`src/rtl/comparador_serial_izqader.sv`:
```
// MSB-first serial magnitude comparator of two N-bit words fed one bit pair per valid cycle.
// Result flags and a one-cycle done pulse appear the cycle after the N-th pair is consumed.
module comparador_serial_izqader #(
  parameter int N = 4
) (
  input  logic clk,
  input  logic reset,
  input  logic start,
  input  logic bit_valid,
  input  logic A,
  input  logic B,
  output logic ready,
  output logic busy,
  output logic done,
  output logic A_mayor,
  output logic A_menor,
  output logic iguales
);

  typedef enum logic [1:0] {IDLE = 2'd0, COMPARE = 2'd1, DONE = 2'd2} state_t;

  state_t     r_state;
  state_t     w_next;
  logic [4:0] r_cnt;
  logic       r_decided;
  logic       r_gt;
  logic       r_done;
  logic       r_mayor;
  logic       r_menor;
  logic       r_iguales;

  logic       w_take;
  logic       w_last;
  logic       w_dec;
  logic       w_gt;

  assign w_take = (r_state == COMPARE) && bit_valid;
  assign w_last = (r_cnt == 5'(N - 1));
  // The pair being consumed is folded in here so an LSB-only difference still counts.
  assign w_dec  = r_decided | (A ^ B);
  assign w_gt   = r_decided ? r_gt : A;

  always_ff @(posedge clk) begin
    if (reset) r_state <= IDLE;
    else       r_state <= w_next;
  end

  always_comb begin
    w_next = r_state;
    case (r_state)
      IDLE:    if (start) w_next = COMPARE;
      COMPARE: if (w_take && w_last) w_next = DONE;
      DONE:    w_next = IDLE;
      default: w_next = IDLE;
    endcase
  end

  always_comb begin
    ready = (r_state == IDLE);
    busy  = (r_state == COMPARE);
  end

  always_ff @(posedge clk) begin
    if (reset) begin
      r_cnt     <= 5'd0;
      r_decided <= 1'b0;
      r_gt      <= 1'b0;
      r_done    <= 1'b0;
      r_mayor   <= 1'b0;
      r_menor   <= 1'b0;
      r_iguales <= 1'b0;
    end else begin
      r_done <= 1'b0;
      if (r_state == IDLE && start) begin
        r_cnt     <= 5'd0;
        r_decided <= 1'b0;
        r_gt      <= 1'b0;
        r_mayor   <= 1'b0;
        r_menor   <= 1'b0;
        r_iguales <= 1'b0;
      end else if (w_take) begin
        r_cnt     <= r_cnt + 5'd1;
        r_decided <= w_dec;
        r_gt      <= w_gt;
        if (w_last) begin
          r_done    <= 1'b1;
          r_mayor   <= w_dec & w_gt;
          r_menor   <= w_dec & ~w_gt;
          r_iguales <= ~w_dec;
        end
      end
    end
  end

  assign done    = r_done;
  assign A_mayor = r_mayor;
  assign A_menor = r_menor;
  assign iguales = r_iguales;

endmodule

```
`config.mk`:
```
export PLATFORM = sky130hd
export DESIGN_NAME = comparador_serial_izqader
export DESIGN_NICKNAME = d
export VERILOG_FILES = /design/src/rtl/comparador_serial_izqader.sv
export SDC_FILE = /design/constraint.sdc
export NUM_CORES = 1
export LEC_CHECK = 0
export CORE_MARGIN = 2
export CORE_UTILIZATION = 25
export CTS_CLUSTER_SIZE = 14
export DETAILED_ROUTE_END_ITERATION = 12
export PLACE_DENSITY = 0.55
export SETUP_SLACK_MARGIN = 0.2
export SLEW_MARGIN = 20
export SYNTH_ARGS = -nofsm -noshare
export SYNTH_HDL_FRONTEND = slang
export SYNTH_SLANG_ARGS = --single-unit
export TNS_END_PERCENT = 10
```
`constraint.sdc`:
```
create_clock -name clk -period 1.5 [get_ports clk]
set_input_delay 0.225 -clock clk [delete_from_list [all_inputs] [get_ports clk]]
set_output_delay 0.225 -clock clk [all_outputs]
set_load 0.02 [all_outputs]
```
# == After elaboration in Yosys (flattened, before gate mapping) ==
# Index checks and enable logic that the tools add are counted.
# word_totals
ff_bits,13
latch_bits,0
ramBits,0
rom_bits,0
in_bits,6
output_inout_bits,6
wordCells,33
memories,0
# classes
add_sub_neg,1
mul,0
n_div,0
order_cmp,0
n_eq_ne,4
shifts,0
mux,5
bitwise,7
n_reduce_logical,8
# op_table
cell,n
$add A5 B1 Y5 const B,1
$eq A5 B2 Y1 const B,1
$mux W2,2
$pmux W2 S2,1
$reduce_and A2 Y1,2
$logic_and A1 B1 Y1,3
$not A1 Y1,3
$reduce_or A3 Y1,1
$and A1 B1 Y1,2
$eq A2 B1 Y1 const B,1
$logic_not A2 Y1,1
$mux W1,2
$ne A2 B1 Y1 const B,1
$ne A2 B2 Y1 const B,1
$reduce_or A2 Y1,1
$or A1 B1 Y1,1
$xor A1 B1 Y1,1

# == Depth between registers and ports, before layout ==
# depth
word_depth,5
mapped_depth,4
mapped_depth_nobuf,4

# == Least setup slack after synthesis ==
# No wires, ideal clock.
# synth_timing
path_kind,register to register
start,register r_cnt[0]
end,"register r_mayor, in the netlist A_mayor"
setup_time_ns,0.129
arrival_ns,1.131
required_time_ns,1.371
slack_ns,0.241
stages_incl_launch_ff,5
path_buffers,0
period_less_slack_ns,1.259
path_cell_list,dfxtp_1 ha_1 nand4b_4 a2111oi_1 nor3_1
# synth_via
elab_chain_cells,2
# synth_lines
item,line_no,rtl
"start, declared",24,logic [4:0] r_cnt;
"start signal, assigned",82,r_cnt <= r_cnt + 5'd1;
$eq A5 B2 Y1,38,assign w_last = (r_cnt == 5'(N - 1));
$reduce_and A2 Y1 (no line),n/a,
"end signal, assigned",87,r_mayor <= w_dec & w_gt;
"end, declared",28,logic r_mayor;
# Every way passes these cells.
# A chain may end at the register's enable or synchronous reset.

# == Worst setup path after layout ==
# layout_timing
start,"register r_iguales, in the netlist iguales"
end,output iguales
# layout_rtl
item,line_no,rtl
"start, declared",30,logic r_iguales;
"start signal, assigned",89,r_iguales <= ~w_dec;
"end, declared",17,output logic iguales
# No word-level cell between the ends.

==> run metrics <==
wire per inst 10.8 um; ratio of cells with drive above 1 in the final layout 0.156; Avg Cell Area, Syn 9.86 um2; RSZ-0062 raised after global routing yes; H-tree Lvls 1; fin. max-slew vios 0; die area 2730 um2; CTS Buf Count 3; PnR Total Power 635 uW; final setup fails 0; synth unique cells 28; dpl cells 101; hold_buf cts 0; Final period util 0.948; Mapped Area 582 um2; Post-Synth Simple-Gate Area 0.284; clock root buffer clkbuf_4; worst skew pair latency 0.27 ns; CTS Sinks 13; Final nets 85; Buf/Inv on CP 1; antenna viol nets, final 0; DRC 0; status complete, no violations; Initial Util 0.263; Port Buf Inserts 11; kind of critical path register to output pin; gpl congestion 0.745; CP Data Required Time 1.27 ns; CP top delay family buffers and inverters; Critical Path End Type output pin; DR pass1 iterations 4; CTS tree yes; Max Root-Sink Buffers 2; via count 483; adder-cell share of the synthesized area 0.0215; critical path arrival 1.20 ns; Leak Pwr 0.312 nW; post-placement cell area 752 um2; largest family of logic cells by synthesized area simple AND/OR/NAND/NOR gates; max_cap viols 0; Pwr Density 818 nW/um2; Synthesis Warnings 0; Die H 52.2 um; crit path launch type register; Fmax 703 MHz; critical-path maximum fanout 2; pin count of the biggest net entering global routing 11; initial drt markers 2; die width 52.2 um; clock-pin slew on the worst setup and hold paths 0.08 ns; xor/xnor share of the synthesized area 0.0452; FP Rows 17; Fin. Hold Viols 0; syn_nets 66; GR Overflow Total 0; Synth Register Bits 13; post-DP HPWL 856 um; sequential area share after synthesis 0.447; DRT Wirelength 1.13 mm; post-synthesis mux area share 0.0172; IO Pins 12; worst path cell trace clkdlybuf4s50_1; CP max stage delay 0.60 ns; Layout area overhead 33.5%; CP max stage cell clkdlybuf4s50_1; antenna cell count 0; Post-Layout Cell Count 105; Worst Skew 0.00444 ns; vias per cell 4.60; Core Area 2210 um2; Least-Margin Pin Slew 0.446 ns; global-route wire length before repair 1.88 mm; GRT Overall Usage 0.0942; Worst Hold Class register to register; VDD IR-drop max 0.000428 V; Synth Area in Compound Gates 0.170; vias in the first global route 434; final instance area 777 um2; filler cell count 237; number of antenna violations at the first check in global routing 0; Post-Synthesis Cells 59; worst rel slew slack 0.701; fin crit period 1.42 ns
-- flip-flops by register name, summed over array words and instances, names as in the netlist --
name,cells
done,1
iguales,1
r_decided,1
A_menor,1
r_gt,1
A_mayor,1
r_cnt,5
r_state,2
-- cell type report --
cell class,count,area [um2],share of cell area
multi-input combinational,44,313,0.403
clock buffer,4,26.3,0.0338
tap,28,35.0,0.0451
timing repair buffer,15,139,0.179
sequential,13,260,0.335
inverter,1,3.75,0.00483
-- timing repair --
item	4_1_cts	5_1_grt
pin swaps	0	0
resized for setup	3	1
setup endpoints to repair	10	11
buffers inserted	0	0
-- final timing paths --
check	startpoint	to	slack [ns]	depth (start not counted)
hold / removal	iguales	iguales	0.49	2
setup reg to reg	r_cnt[0]	A_mayor	0.13	4
setup / recovery	iguales	iguales	0.08	1
hold reg to reg	iguales	iguales	0.49	2
-- per-layer routing --
metal / vias to the layer above / share of wire / global-route usage
met1: 216 / 0.54 / 0.136
met4: 0 / 0.011 / 0.0513
met5: - / 0 / 0
met3: 2 / 0.037 / 0.0171
li1: 257 / - / -
met2: 8 / 0.41 / 0.131
-- power by group --
group          switching (mW)  total, mW  internal [mW]  leakage [nW]
clock                   0.112      0.215          0.103        0.0150
sequential            0.00539      0.355          0.350         0.105
combinational          0.0313     0.0655         0.0342         0.192
total                   0.148      0.635          0.487         0.312
-- cells in the final DEF (no fill, tap or decap), types with 2 or more instances in the layout --
cell type	count
a21oi_1	6
clkbuf_4	3
dlygate4sd2_1	3
or3_1	2
buf_4	4
nor3b_1	2
o21ai_1	2
dfxtp_1	13
nor2_1	5
xnor2_1	2
clkdlybuf4s50_1	7
nor3_1	6
o21ai_0	2
-- cells in the mapped netlist --
cell type	instances	area, um2
nand2_1	1	3.75
or3b_1	1	8.76
and4b_1	1	10.0
nand4b_1	1	8.76
nor3b_1	2	15.0
o22ai_1	1	6.26
inv_1	1	3.75
mux2i_1	1	10.0
nor2b_1	1	6.26
a2111oi_1	1	10.0
or3_4	1	11.3
o21ai_1	2	10.0
xor2_1	1	8.76
xnor2_1	2	17.5
buf_2	1	5.00
nand4b_4	1	23.8
nand3_1	1	5.00
nand3b_2	1	11.3
nor2_1	5	18.8
dfxtp_1	13	260
o21ai_0	2	10.0
a21oi_1	6	30.0
or3_1	2	12.5
nor3_1	6	30.0
ha_1	1	12.5
a2111oi_2	1	15.0
a21o_1	1	7.51
o21ba_2	1	10.0
-- cell families (layout without fill, tap and decap cells) --
group,after synthesis,count (layout)
AO/OA/AOI/OAI,15,15
flip-flops,13,13
AND/OR/NAND/NOR,24,24
XOR/XNOR,3,3
multiplexers,1,1
adder cells (fa/ha/maj),1,1
buffers and inverters,2,20
-- stage by stage --
stage,utilization,hold slack [ns],setup TNS (ns),worst slack (ns)
5_1_grt,0.351,0.543,0,0.0313
2_1_floorplan,-,0.302,0,0.241
3_5_place_dp,0.340,0.479,-0.101,-0.0565
4_1_cts,0.350,0.491,0,0.0656
3_3_place_gp,0.340,0.475,-0.0271,-0.0271
6_report,0.351,0.488,0,0.0775
Power figures use the tool's default switching activity.
